File: config.mk
export PLATFORM = sky130hd
export DESIGN_NAME = pca9685_update_scheduler
export DESIGN_NICKNAME = d
export VERILOG_FILES = /design/src/rtl/pca9685_pkg.sv /design/src/rtl/i2c_write_issuer.sv /design/src/rtl/pca9685_update_scheduler.sv
export SDC_FILE = /design/constraint.sdc
export NUM_CORES = 1
export LEC_CHECK = 0
export CAP_MARGIN = 20
export CORE_MARGIN = 2
export CORE_UTILIZATION = 62
export DETAILED_ROUTE_END_ITERATION = 10
export PLACE_DENSITY = 0.8
export SKIP_LAST_GASP = 1
export SYNTH_ARGS = -nofsm -noshare
export SYNTH_HDL_FRONTEND = slang
export SYNTH_HIERARCHICAL = 1
export SYNTH_SLANG_ARGS = --single-unit
File: constraint.sdc
create_clock -name clk_i -period 6 [get_ports clk_i]
set_input_delay 0.6 -clock clk_i [delete_from_list [all_inputs] [get_ports clk_i]]
set_output_delay 0.6 -clock clk_i [all_outputs]
set_load 0.05 [all_outputs]
File: src/rtl/pca9685_pkg.sv
// pca9685_pkg: PCA9685 register map, init values, state encodings and byte helpers
package pca9685_pkg;

    localparam logic [7:0] REG_MODE1     = 8'h00;
    localparam logic [7:0] REG_MODE2     = 8'h01;
    localparam logic [7:0] REG_PRESCALE  = 8'hFE;
    localparam logic [7:0] REG_LED0_ON_L = 8'h06;

    localparam logic [7:0] MODE1_SLEEP = 8'h10;
    localparam logic [7:0] MODE1_WAKE  = 8'h00;
    localparam logic [7:0] MODE2_TOTEM = 8'h04;

    typedef enum logic [1:0] {
        SCH_INIT_LOAD,
        SCH_IDLE,
        SCH_LOAD,
        SCH_XFER
    } sch_state_e;

    typedef enum logic [1:0] {
        WR_IDLE,
        WR_ISSUE,
        WR_BACKOFF,
        WR_WAIT_DONE
    } wr_state_e;

    // Register address of init step idx: sleep, prescale, wake, output mode
    function automatic logic [7:0] init_reg(input logic [1:0] idx);
        return (idx == 2'd1) ? REG_PRESCALE : (idx == 2'd3) ? REG_MODE2 : REG_MODE1;
    endfunction

    function automatic logic [7:0] init_val(input logic [1:0] idx, input logic [7:0] prescale);
        return (idx == 2'd0) ? MODE1_SLEEP :
               (idx == 2'd1) ? prescale :
               (idx == 2'd2) ? MODE1_WAKE : MODE2_TOTEM;
    endfunction

    // LEDn_ON_L + byte index; the largest result (ch 15, idx 3) is 0x45
    function automatic logic [7:0] led_reg(input logic [3:0] ch, input logic [1:0] idx);
        return REG_LED0_ON_L + {2'b00, ch, idx};
    endfunction

    function automatic logic [7:0] led_byte(input logic [1:0] idx, input logic [12:0] on,
                                            input logic [12:0] off);
        return (idx == 2'd0) ? on[7:0] :
               (idx == 2'd1) ? {3'b000, on[12:8]} :
               (idx == 2'd2) ? off[7:0] : {3'b000, off[12:8]};
    endfunction

    // First pending channel at or after last+1, wrapping; last itself is checked last
    function automatic logic [3:0] rr_pick(input logic [15:0] pend, input logic [3:0] last);
        logic [3:0] ch;
        logic       found;
        rr_pick = last;
        found   = 1'b0;
        for (int i = 1; i <= 16; i++) begin
            ch = last + 4'(i);
            if (!found && pend[ch]) begin
                rr_pick = ch;
                found   = 1'b1;
            end
        end
    endfunction

endpackage

File: src/rtl/i2c_write_issuer.sv
// i2c_write_issuer: runs one controller write via execute/busy with timeout and retry
module i2c_write_issuer
    import pca9685_pkg::*;
#(
    parameter int TIMEOUT = 255
) (
    input  logic clk_i,
    input  logic rst_ni,
    input  logic start_i,
    input  logic busy_i,
    output logic execute_o,
    output logic done_o,
    output logic error_o
);

    localparam int CW = $clog2(TIMEOUT + 1);

    wr_state_e      state_q, state_d;
    logic [1:0]     sync_q;
    logic [CW-1:0]  cnt_q, cnt_d;
    logic           error_q, error_d;
    logic           busy_s;

    assign busy_s    = sync_q[1];
    assign execute_o = (state_q == WR_ISSUE);
    assign error_o   = error_q;

    // busy comes from the controller's clock domain; bring it in through two flops
    always_ff @(posedge clk_i or negedge rst_ni) begin
        if (!rst_ni) sync_q <= 2'b00;
        else         sync_q <= {sync_q[0], busy_i};
    end

    // state, timeout counter and sticky error
    always_ff @(posedge clk_i or negedge rst_ni) begin
        if (!rst_ni) begin
            state_q <= WR_IDLE;
            cnt_q   <= '0;
            error_q <= 1'b0;
        end else begin
            state_q <= state_d;
            cnt_q   <= cnt_d;
            error_q <= error_d;
        end
    end

    // hold execute until busy is seen, back off one cycle on timeout, finish on busy fall
    always_comb begin
        state_d = state_q;
        cnt_d   = '0;
        error_d = error_q;
        done_o  = 1'b0;
        case (state_q)
            WR_IDLE:      if (start_i) state_d = WR_ISSUE;
            WR_ISSUE: begin
                if (busy_s) begin
                    state_d = WR_WAIT_DONE;
                end else if (cnt_q == CW'(TIMEOUT - 1)) begin
                    error_d = 1'b1;
                    state_d = WR_BACKOFF;
                end else begin
                    cnt_d = cnt_q + 1'b1;
                end
            end
            WR_BACKOFF:   state_d = WR_ISSUE;
            WR_WAIT_DONE: begin
                if (!busy_s) begin
                    done_o  = 1'b1;
                    state_d = WR_IDLE;
                end
            end
            default:      state_d = WR_IDLE;
        endcase
    end

endmodule

File: src/rtl/pca9685_update_scheduler.sv
// pca9685_update_scheduler: init sequence then round-robin per-channel ON/OFF writes to a PCA9685
module pca9685_update_scheduler
    import pca9685_pkg::*;
#(
    parameter logic [6:0] I2C_ADDR = 7'h40,
    parameter logic [7:0] PRESCALE = 8'h79,
    parameter int         TIMEOUT  = 255
) (
    input  logic        clk_i,
    input  logic        rst_ni,
    input  logic        ch_we_i,
    input  logic [3:0]  ch_id_i,
    input  logic [12:0] ch_on_i,
    input  logic [12:0] ch_off_i,
    output logic [6:0]  address_o,
    output logic        rw_o,
    output logic [7:0]  register_id_o,
    output logic [7:0]  register_value_o,
    output logic        execute_o,
    input  logic        busy_i,
    output logic        init_done_o,
    output logic [15:0] pending_o,
    output logic        error_o
);

    sch_state_e  state_q, state_d;
    logic [1:0]  idx_q, idx_d, idx_nx;
    logic        init_done_q, init_done_d;
    logic [3:0]  sel_q, sel_d, last_q, last_d;
    logic [15:0] pend_q, pend_d;
    logic [12:0] won_q, won_d, woff_q, woff_d;
    logic [7:0]  reg_id_q, reg_id_d, reg_val_q, reg_val_d;
    logic        start_q, start_d;
    logic [12:0] sh_on_q  [16];
    logic [12:0] sh_off_q [16];
    logic        wr_done;

    assign idx_nx           = idx_q + 2'd1;
    assign address_o        = I2C_ADDR;
    assign rw_o             = 1'b0;
    assign register_id_o    = reg_id_q;
    assign register_value_o = reg_val_q;
    assign init_done_o      = init_done_q;
    assign pending_o        = pend_q;

    i2c_write_issuer #(.TIMEOUT(TIMEOUT)) u_issuer (
        .clk_i     (clk_i),
        .rst_ni    (rst_ni),
        .start_i   (start_q),
        .busy_i    (busy_i),
        .execute_o (execute_o),
        .done_o    (wr_done),
        .error_o   (error_o)
    );

    // shadow copy of every channel; the latest write simply overwrites
    always_ff @(posedge clk_i or negedge rst_ni) begin
        if (!rst_ni) begin
            for (int i = 0; i < 16; i++) begin
                sh_on_q[i]  <= '0;
                sh_off_q[i] <= '0;
            end
        end else if (ch_we_i) begin
            sh_on_q[ch_id_i]  <= ch_on_i;
            sh_off_q[ch_id_i] <= ch_off_i;
        end
    end

    // sequencing state; last starts at 15 so channel 0 is looked at first
    always_ff @(posedge clk_i or negedge rst_ni) begin
        if (!rst_ni) begin
            state_q     <= SCH_INIT_LOAD;
            idx_q       <= 2'd0;
            init_done_q <= 1'b0;
            sel_q       <= 4'd0;
            last_q      <= 4'd15;
            pend_q      <= '0;
            won_q       <= '0;
            woff_q      <= '0;
            reg_id_q    <= '0;
            reg_val_q   <= '0;
            start_q     <= 1'b0;
        end else begin
            state_q     <= state_d;
            idx_q       <= idx_d;
            init_done_q <= init_done_d;
            sel_q       <= sel_d;
            last_q      <= last_d;
            pend_q      <= pend_d;
            won_q       <= won_d;
            woff_q      <= woff_d;
            reg_id_q    <= reg_id_d;
            reg_val_q   <= reg_val_d;
            start_q     <= start_d;
        end
    end

    // stage each byte one cycle ahead of its start pulse; a new strobe beats the LOAD clear
    always_comb begin
        state_d     = state_q;
        idx_d       = idx_q;
        init_done_d = init_done_q;
        sel_d       = sel_q;
        last_d      = last_q;
        pend_d      = pend_q;
        won_d       = won_q;
        woff_d      = woff_q;
        reg_id_d    = reg_id_q;
        reg_val_d   = reg_val_q;
        start_d     = 1'b0;
        case (state_q)
            SCH_INIT_LOAD: begin
                reg_id_d  = init_reg(idx_q);
                reg_val_d = init_val(idx_q, PRESCALE);
                start_d   = 1'b1;
                state_d   = SCH_XFER;
            end
            SCH_IDLE: begin
                if (|pend_q) begin
                    sel_d   = rr_pick(pend_q, last_q);
                    state_d = SCH_LOAD;
                end
            end
            SCH_LOAD: begin
                won_d          = sh_on_q[sel_q];
                woff_d         = sh_off_q[sel_q];
                pend_d[sel_q]  = 1'b0;
                last_d         = sel_q;
                idx_d          = 2'd0;
                reg_id_d       = led_reg(sel_q, 2'd0);
                reg_val_d      = led_byte(2'd0, sh_on_q[sel_q], sh_off_q[sel_q]);
                start_d        = 1'b1;
                state_d        = SCH_XFER;
            end
            SCH_XFER: begin
                if (wr_done) begin
                    idx_d = idx_nx;
                    if (!init_done_q) begin
                        init_done_d = (idx_q == 2'd3);
                        state_d     = (idx_q == 2'd3) ? SCH_IDLE : SCH_INIT_LOAD;
                    end else if (idx_q == 2'd3) begin
                        state_d = SCH_IDLE;
                    end else begin
                        reg_id_d  = led_reg(sel_q, idx_nx);
                        reg_val_d = led_byte(idx_nx, won_q, woff_q);
                        start_d   = 1'b1;
                    end
                end
            end
            default: state_d = SCH_INIT_LOAD;
        endcase
        if (ch_we_i) pend_d[ch_id_i] = 1'b1;
    end

endmodule

==> flow_summary_export.csv, run 1 <==
group,metric,value,unit
outcome,status,"finished clean",
finish,final_cells,2335,
logic_synthesis,ys.flop_type,"dfrtp_1",
logic_synthesis,synth_top_area_share,0.5019,
floorplan,die-area,41500,µm²
timing,setup_tns,0,ns
power,power_density,551.4,nW/µm²
clocking,cts_sinks,500,
worst_setup_path,cp.required,6.49,ns
global_routing,grt_max_degree,175,
job,drv_cap,0,
worst_setup_path,r2r_start,"last_q[0]",
timing,worst_pin_slew,1.126,ns
timing,timing.fmax,216.9,MHz
logic_synthesis,synth-seq-cells,500,
finish,final_area,27660,µm²
clocking,cts_buffers,50,
worst_setup_path,worstSetupPathType,"flip-flop to flip-flop",
floorplan,dieWidth,203.7,µm
routing,viasPerCell,6.519,
finish,multi_input_area,11650,µm²
placement,place.gp.congestion,0.8999,
logic_synthesis,yosysWarnings,6,
clocking,postCtsHoldBufs,0,
global_routing,grtUsageTotal,0.3057,
clocking,cts_tree,"done",
floorplan,start_util,0.6252,
global_routing,grt_pass1_vias,16030,
finish,ff_latch_area,12530,µm²
routing,drt_first_iter_violations,1195,
timing,slew_violations,0,
logic_synthesis,syn_area,24730,µm²
logic_synthesis,syn_inst,1749,
placement,placed_cells,2239,
logic_synthesis,synth_cell_types,73,
logic_synthesis,yosys.area.top_type,"dfrtp_1",
floorplan,rows,73,
routing,wire_per_inst,25.97,µm
placement,place_area,25870,µm²
worst_setup_path,crit_arrival,5.10,ns
timing,hold_viol_final,0,
logic_synthesis,avgSynthCellArea,14.14,µm²
worst_setup_path,cp-start-kind,"flip-flop",
routing,postRouteAntennaNets,0,
finish,n_fill_cell,2578,
global_routing,antenna_found_initial,3,
global_routing,overflow,0,
clocking,clk_latency,0.60,ns
placement,port-buffer-count,68,
routing,routed_wl,60.65,mm
routing,drc,0,
floorplan,coreArea,39550,µm²
timing,rsz0062_at_grt,"no",
finish,drive_gt1_frac,0.4079,
clocking,htree_levels,2,
logic_synthesis,synthTopCellsByArea,"dfrtp_1 50%, mux2_2 20%, mux4_2 15%, nand2_1 2.1%, clkbuf_1 1.6%",
logic_synthesis,synth_edf_count,0,
timing,finalClockSkew,0.02626,ns
routing,vias,15220,
timing,setup_viol,0,
worst_setup_path,startpoint,"last_q[0]",
timing,period_minus_slack,4.611,ns
worst_setup_path,path_max_fanout,24,
routing,drt_pass1_iterations,5,
floorplan,die_h,203.7,µm
clocking,cts_setup_buffers,0,
timing,slew_headroom,0.2464,
clocking,ctsResizeCount,0,
worst_setup_path,reg2reg_depth,11,
logic_synthesis,ys_async_sr_fraction,1.000,
floorplan,boundaryPins,77,
clocking,clk_pin_slew,0.06,ns
worst_hold_path,min_path_type,"input pin to asynchronous set/reset pin",
finish,post-route-util,0.6994,
clocking,cts_root_buf,"clkbuf_16",
finish,nNetsFinal,1819,
global_routing,grt_pass1_wl,95.68,mm
timing,post-route-period-util,0.7686,
logic_synthesis,seq_area_frac_synth,0.5062,
finish,syn_to_final_growth,11.87,%
clocking,clk_path_buf_depth,3,
worst_setup_path,endpoint_kind,"flip-flop",
power,ir_drop,0.3061,mV
power,leakage,11.67,nW
placement,dp_hpwl,35.69,mm
-- worst max-delay path, cell delays in order (launching register included) --
cell and delay [ns]:
dfstp_2 0.94, inv_1 0.18, ha_1 0.80, mux4_2 0.44, mux2i_1 0.31, mux2i_2 0.22, or4b_4 0.57, or4_1 0.45
nor2_1 0.15, nor4_1 0.12, xnor2_1 0.17, mux2i_1 0.17
-- flip-flops by register name, summed over array words and instances (netlist names) --
signal and cells:
woff_q 13, idx_q 2, u_issuer/sync_q 2, sh_off_q 208
state_q 2, register_id_o 8, u_issuer/state_q 2, register_value_o 8
start_q 1, u_issuer/error_o 1, last_q 4, sel_q 4
sh_on_q 208, pending_o 16, won_q 12, init_done_o 1
u_issuer/cnt_q 8
-- metal layers --
layer  up-vias  share of wire  track usage
met5         -              0            0
met4         0          0.022      0.08629
met3        87          0.068      0.06216
met2       496           0.49       0.4920
met1      8126           0.42       0.4286
li1       6512              -            -
-- cells in the mapped netlist (17+ instances only) --
cell      count
a21o_1       17
a21oi_1      34
clkbuf_1    107
dfrtp_1     496
ha_1         18
inv_1        20
mux2_2      431
mux2i_1      33
mux4_2      160
nand2_1     137
nor2_1       45
o21ai_0      22
-- cell families (layout without fill, tap and decap cells) --
group           count (synthesis)  in the layout  synth area share
xor+xnor                       18             18          0.006983
other cells                     2             11         0.0003037
simple gates                  281            281           0.05338
compound gates                139            139           0.03734
buf+inv                       160            212           0.02702
mux                           631            631            0.3597
fa+ha+maj                      18             18          0.009108
flops                         500            500            0.5062
-- worst paths after layout --
kind / endpoint / slack, ns
min in group clk_i: u_issuer/sync_q[1] / 0.37
setup / recovery: sel_q[0] / 1.39
setup reg to reg: sel_q[0] / 1.39
hold / removal: u_issuer/cnt_q[3] / 0.02
max in group asynchronous: sh_on_q[124] / 4.47
hold reg to reg: u_issuer/sync_q[1] / 0.37
-- power by group --
part / internal (mW) / switching [mW]
Sequential: 4.27 / 0.884
Combinational: 3.28 / 3.49
Clock: 1.99 / 1.34
Total: 9.54 / 5.71
-- cell usage in the layout (no fill, tap or decap), types with 5 or more instances in the layout --
cell / count
dfrtp_1: 492
mux2_2: 431
mux4_2: 160
nand2_1: 135
clkdlybuf4s50_1: 67
clkbuf_16: 52
nor2_1: 41
a21oi_1: 34
mux2i_1: 33
buf_4: 26
o21ai_0: 22
inv_1: 20
ha_1: 18
a21o_1: 17
nand3_1: 15
clkbuf_1: 14
nor3_1: 11
clkbuf_8: 11
nand2b_1: 10
o22ai_1: 10
nor4_1: 8
xnor2_1: 8
xor2_1: 8
conb_1: 8
and2_1: 7
and3_1: 6
a31oi_1: 6
bufinv_16: 6
nor2b_1: 5
nor3_2: 5
nor3b_1: 5
o211ai_1: 5
-- stage by stage --
| step | worst slack [ns] | total power [mW] | hold slack, ns |
|---|---|---|---|
| global placement | 1.478 | 11.76 | 0.3364 |
| global route | 1.117 | 16.02 | 0.1033 |
| detailed placement | 1.394 | 11.88 | 0.3442 |
| floorplan | 1.662 | 9.969 | 0.3044 |
| CTS | 1.391 | 15.25 | 0.07810 |
| finish | 1.389 | 15.25 | 0.02146 |
-- area by class of cell --
class                      count  area share
multi-input combinational   1095      0.4211
timing repair buffer          99     0.03515
sequential                   500      0.4529
clock inverter                15    0.009589
antenna                        3   0.0002714
tap                          525     0.02375
inverter                      21    0.002850
clock buffer                  77     0.05441
Power figures use the tool's default switching activity.
==> run 2: changes to the inputs <==
- clock period: 6 -> 4.4 ns (I/O delays scaled with it)
==> flow_summary_export.csv, run 2 (synthesis gave the netlist of run 1 again) <==
group,metric,value,unit
worst_setup_path,path_max_fanout,8,
clocking,cts_setup_buffers,0,
power,ir_drop,0.3898,mV
worst_setup_path,path_buf_inv,2,
clocking,cts_tree,"done",
routing,vias,15550,
routing,wire_per_inst,25.96,µm
job,drv_cap,0,
outcome,status,"finished clean",
timing,setup_tns,0,ns
power,p_comb_frac,0.460,
routing,viasPerCell,6.588,
worst_setup_path,crit_arrival,4.42,ns
power,p_int,12.96,mW
worst_setup_path,cp-start-kind,"flip-flop",
worst_setup_path,critPathMaxStageDelay,0.67,ns
floorplan,coreArea,39550,µm²
worst_setup_path,endpoint_kind,"flip-flop",
global_routing,antenna_found_initial,2,
global_routing,grt_max_degree,110,
clocking,htree_levels,2,
timing,finalClockSkew,0.01246,ns
routing,drc,0,
placement,port-buffer-count,68,
routing,routed_wl,61.30,mm
finish,diodes,0,
floorplan,die-area,41500,µm²
power,leakage,11.81,nW
clocking,clk_pin_slew,0.06,ns
worst_setup_path,worstSetupPathType,"flip-flop to flip-flop",
finish,final_cells,2361,
global_routing,grt_pass1_wl,97.57,mm
routing,postRouteAntennaNets,0,
floorplan,start_util,0.6252,
finish,nNetsFinal,1849,
floorplan,die_h,203.7,µm
finish,syn_to_final_growth,12.43,%
global_routing,grtUsageTotal,0.3106,
placement,placed_cells,2267,
routing,drt_pass1_iterations,7,
power,p_sw_frac,0.3795,
timing,slew_headroom,0.2774,
power,p_seq_frac,0.335,
clocking,cts_root_buf,"clkbuf_16",
worst_setup_path,cp_top_family,"simple AND/OR/NAND/NOR gates",
power,power_switching,7.925,mW
global_routing,overflow,0,
floorplan,dieWidth,203.7,µm
timing,timing.fmax,252.7,MHz
timing,period_minus_slack,3.958,ns
clocking,clk_path_buf_depth,3,
clocking,clk_latency,0.59,ns
finish,layout_common_cells,"492 x dfrtp_1, 431 x mux2_2, 160 x mux4_2, 135 x nand2_1, 67 x clkdlybuf4s50_1",
floorplan,boundaryPins,77,
clocking,cts_buffers,51,
global_routing,grt_pass1_vias,16470,
power,p_clk_frac,0.205,
worst_hold_path,min_path_type,"input pin to flip-flop",
worst_setup_path,slowest_stage,"mux4_2",
finish,drive_gt1_frac,0.4199,
timing,setup_viol,0,
timing,hold_viol_final,0,
placement,place.gp.congestion,0.9210,
placement,dp_hpwl,37.37,mm
power,power_density,751.1,nW/µm²
finish,final_common_cell,"dfrtp_1",
timing,post-route-period-util,0.8995,
floorplan,rows,73,
routing,drt_first_iter_violations,1316,
worst_setup_path,cp.required,4.86,ns
timing,slew_violations,0,
clocking,cts_sinks,500,
worst_setup_path,path_cells,"inv_1 > buf_4 > ha_1 > a21oi_1 > xnor2_1 > mux4_2 > and4_1 > nand3_1 > a21oi_1 > nor4_1 > xnor2_1 > mux2i_1",
timing,rsz0062_at_grt,"no",
timing,worst_pin_slew,1.080,ns
[run 2: per-stage QoR]
step	utilization	instance area (µm²)	total power, mW	setup slack [ns]	hold slack [ns]
after global routing	0.7030	27800	21.95	0.1997	0.2928
after floorplan	-	24750	13.59	0.06169	0.1444
after global placement	0.6601	26110	16.42	0.5700	0.3535
final	0.7030	27800	20.88	0.4422	0.3005
after CTS	0.7025	27780	20.89	0.4913	0.2797
after detailed placement	0.6601	26110	16.54	0.5036	0.3417
[run 2: what timing repair did]
item,4_1_cts,5_1_grt
resized for setup,0,0
endpoints found under the hold margin,95,0
hold buffers,1,0
[run 2: cell type report]
class                           count  area [µm²]
Multi-Input combinational cell   1095       11650
Inverter                           21       78.83
Fill cell                        2604       11750
Clock buffer                       71        1483
Timing Repair Buffer              128        1226
Sequential cell                   500       12530
Clock inverter                     21       181.4
Tap cell                          525       656.9
[run 2: routing by layer]
metal	GRT usage	vias up	routed length [µm]
met5	0	-	11
met4	0.09724	2	1526
met3	0.05209	106	3828
met2	0.5006	520	30100
met1	0.4386	8340	25830
li1	-	6586	-
[run 2: path summary, 6_finish.rpt]
check                                         from                 end  slack (ns)  cells after the start
worst min-delay path                        busy_i  u_issuer/sync_q[0]        0.30                      1
worst max-delay path                     last_q[1]            sel_q[0]        0.44                     12
worst min register to register  u_issuer/sync_q[0]  u_issuer/sync_q[1]        0.36                      0
min in group asynchronous                   rst_ni  u_issuer/sync_q[0]        0.45                      2
max in group asynchronous                   rst_ni         sh_off_q[9]        2.79                      3
worst max register to register           last_q[1]            sel_q[0]        0.44                     12
[run 2: power by group through the flow]
stage	logic (mW)	clock network, mW	registers [mW]
6_report	9.61	4.28	6.99
5_1_grt	10.3	4.54	7.14
4_1_cts	9.57	4.35	6.96
2_1_floorplan	6.73	0	6.87
3_5_place_dp	9.51	0	7.03
3_3_place_gp	9.48	0	6.94
==> run 3: changes to the inputs <==
- MAX_ROUTING_LAYER: unset -> met4
==> flow_summary_export.csv, run 3 (synthesis gave the netlist of run 1 again) <==
group,metric,value,unit
power,leakage,11.90,nW
worst_setup_path,cp-start-kind,"flip-flop",
clocking,clk_path_buf_depth,3,
clocking,cts_root_buf,"clkbuf_16",
worst_setup_path,critPathMaxStageDelay,0.71,ns
routing,drt_first_iter_violations,1297,
global_routing,grt_max_degree,112,
worst_setup_path,path_buf_inv,1,
clocking,clk_pin_slew,0.06,ns
finish,n_fill_cell,2592,
timing,rsz0062_at_grt,"no",
placement,dp_hpwl,37.03,mm
clocking,cts_sinks,500,
timing,slew_violations,0,
worst_setup_path,path_max_fanout,13,
routing,postRouteAntennaNets,0,
timing,post-route-period-util,0.9002,
finish,syn_to_final_growth,13.27,%
placement,port-buffer-count,68,
timing,final.setup.worst_slack,0.4390,ns
timing,setup_tns,0,ns
worst_setup_path,cp.required,4.91,ns
floorplan,dieWidth,203.7,µm
finish,nNetsFinal,1846,
clocking,postCtsHoldBufs,1,
routing,wire_per_inst,26.00,µm
global_routing,grt_pass1_vias,16330,
global_routing,overflow,0,
job,drv_cap,0,
worst_setup_path,crit_arrival,4.47,ns
global_routing,grt_pass1_wl,97.10,mm
timing,worst_pin_slew,1.119,ns
clocking,ctsResizeCount,0,
global_routing,antenna_found_initial,3,
clocking,cts_buffers,52,
floorplan,die_h,203.7,µm
routing,drc,0,
floorplan,coreArea,39550,µm²
clocking,clk_latency,0.60,ns
timing,finalClockSkew,0.01225,ns
worst_setup_path,path_cells,"inv_1 > ha_1 > mux4_2 > mux2i_1 > mux2i_2 > or4b_4 > or4_1 > nor2_1 > nor4_1 > xnor2_1 > mux2i_1",
finish,multi_input_area,11650,µm²
placement,place.gp.congestion,0.9355,
floorplan,boundaryPins,77,
placement,placed_cells,2264,
power,power_density,766.4,nW/µm²
worst_hold_path,min_path_type,"input pin to flip-flop",
finish,layout_common_cells,"492 x dfrtp_1, 431 x mux2_2, 160 x mux4_2, 135 x nand2_1, 67 x clkdlybuf4s50_1",
routing,routed_wl,61.53,mm
timing,slew_headroom,0.2537,
worst_setup_path,worstSetupPathType,"flip-flop to flip-flop",
floorplan,start_util,0.6252,
timing,setup_viol,0,
timing,hold_viol_final,0,
timing,period_minus_slack,3.961,ns
finish,ff_latch_area,12530,µm²
clocking,cts_setup_buffers,0,
finish,drive_gt1_frac,0.4219,
routing,vias,15480,
global_routing,grtUsageTotal,0.3204,
clocking,cts_tree,"done",
timing,timing.fmax,252.5,MHz
routing,viasPerCell,6.542,
floorplan,die-area,41500,µm²
clocking,htree_levels,2,
power,ir_drop,0.4175,mV
worst_setup_path,cp_top_family,"simple AND/OR/NAND/NOR gates",
placement,dpl_worst_slack,0.5002,ns
worst_setup_path,slowest_stage,"dfstp_2",
worst_setup_path,endpoint_kind,"flip-flop",
finish,final_cells,2367,
routing,drt_pass1_iterations,5,
worst_setup_path,path_common_cell,"mux2i_1",
floorplan,rows,73,
finish,final_common_cell,"dfrtp_1",
outcome,status,"finished clean",
## run 3: layout make-up
class | instances | share of cell area
antenna | 5 | 0.0004467
clock buffer | 71 | 0.05441
clock inverter | 26 | 0.01345
inverter | 21 | 0.002814
multi-input combinational | 1095 | 0.4159
sequential | 500 | 0.4473
tap | 525 | 0.02345
timing repair buffer | 124 | 0.04226
## run 3: metal layers
| layer | track usage | share of wire | vias up |
|---|---|---|---|
| met3 | 0.05912 | 0.060 | 152 |
| met2 | 0.4959 | 0.48 | 507 |
| met5 | - | 0 | - |
| li1 | - | - | 6593 |
| met4 | 0.1040 | 0.030 | 0 |
| met1 | 0.4357 | 0.43 | 8232 |
## run 3: worst register-to-register path, cell delays in order, from the launching register on
cell and delay (ns):
dfstp_2 0.71, inv_1 0.15, ha_1 0.57, mux4_2 0.40, mux2i_1 0.28, mux2i_2 0.18, or4b_4 0.56, or4_1 0.47
nor2_1 0.13, nor4_1 0.09, xnor2_1 0.16, mux2i_1 0.16
## run 3: power by group
part           internal [mW]  switching, mW
clock network           2.95           1.88
registers               5.82           1.27
logic                   4.69           4.85
total                   13.5           8.00
## run 3: through the flow
stage / hold slack [ns] / total power, mW / utilization / cell area [µm²]
detailed placement: 0.3420 / 16.56 / 0.6596 / 26090
CTS: 0.2622 / 21.47 / 0.7079 / 28000
global placement: 0.3412 / 16.44 / 0.6596 / 26090
global route: 0.2612 / 22.53 / 0.7081 / 28000
finish: 0.2853 / 21.47 / 0.7082 / 28010
floorplan: 0.1444 / 13.59 / - / 24750
## run 3: final timing paths
kind | startpoint | to | slack, ns | cells after the start
min reg2reg | u_issuer/sync_q[0] | u_issuer/sync_q[1] | 0.35 | 0
min | busy_i | u_issuer/sync_q[0] | 0.29 | 1
min in group asynchronous | rst_ni | u_issuer/sync_q[1] | 0.50 | 2
max reg2reg | last_q[0] | sel_q[0] | 0.44 | 11
max | last_q[0] | sel_q[0] | 0.44 | 11
max in group asynchronous | rst_ni | sh_off_q[57] | 2.74 | 3
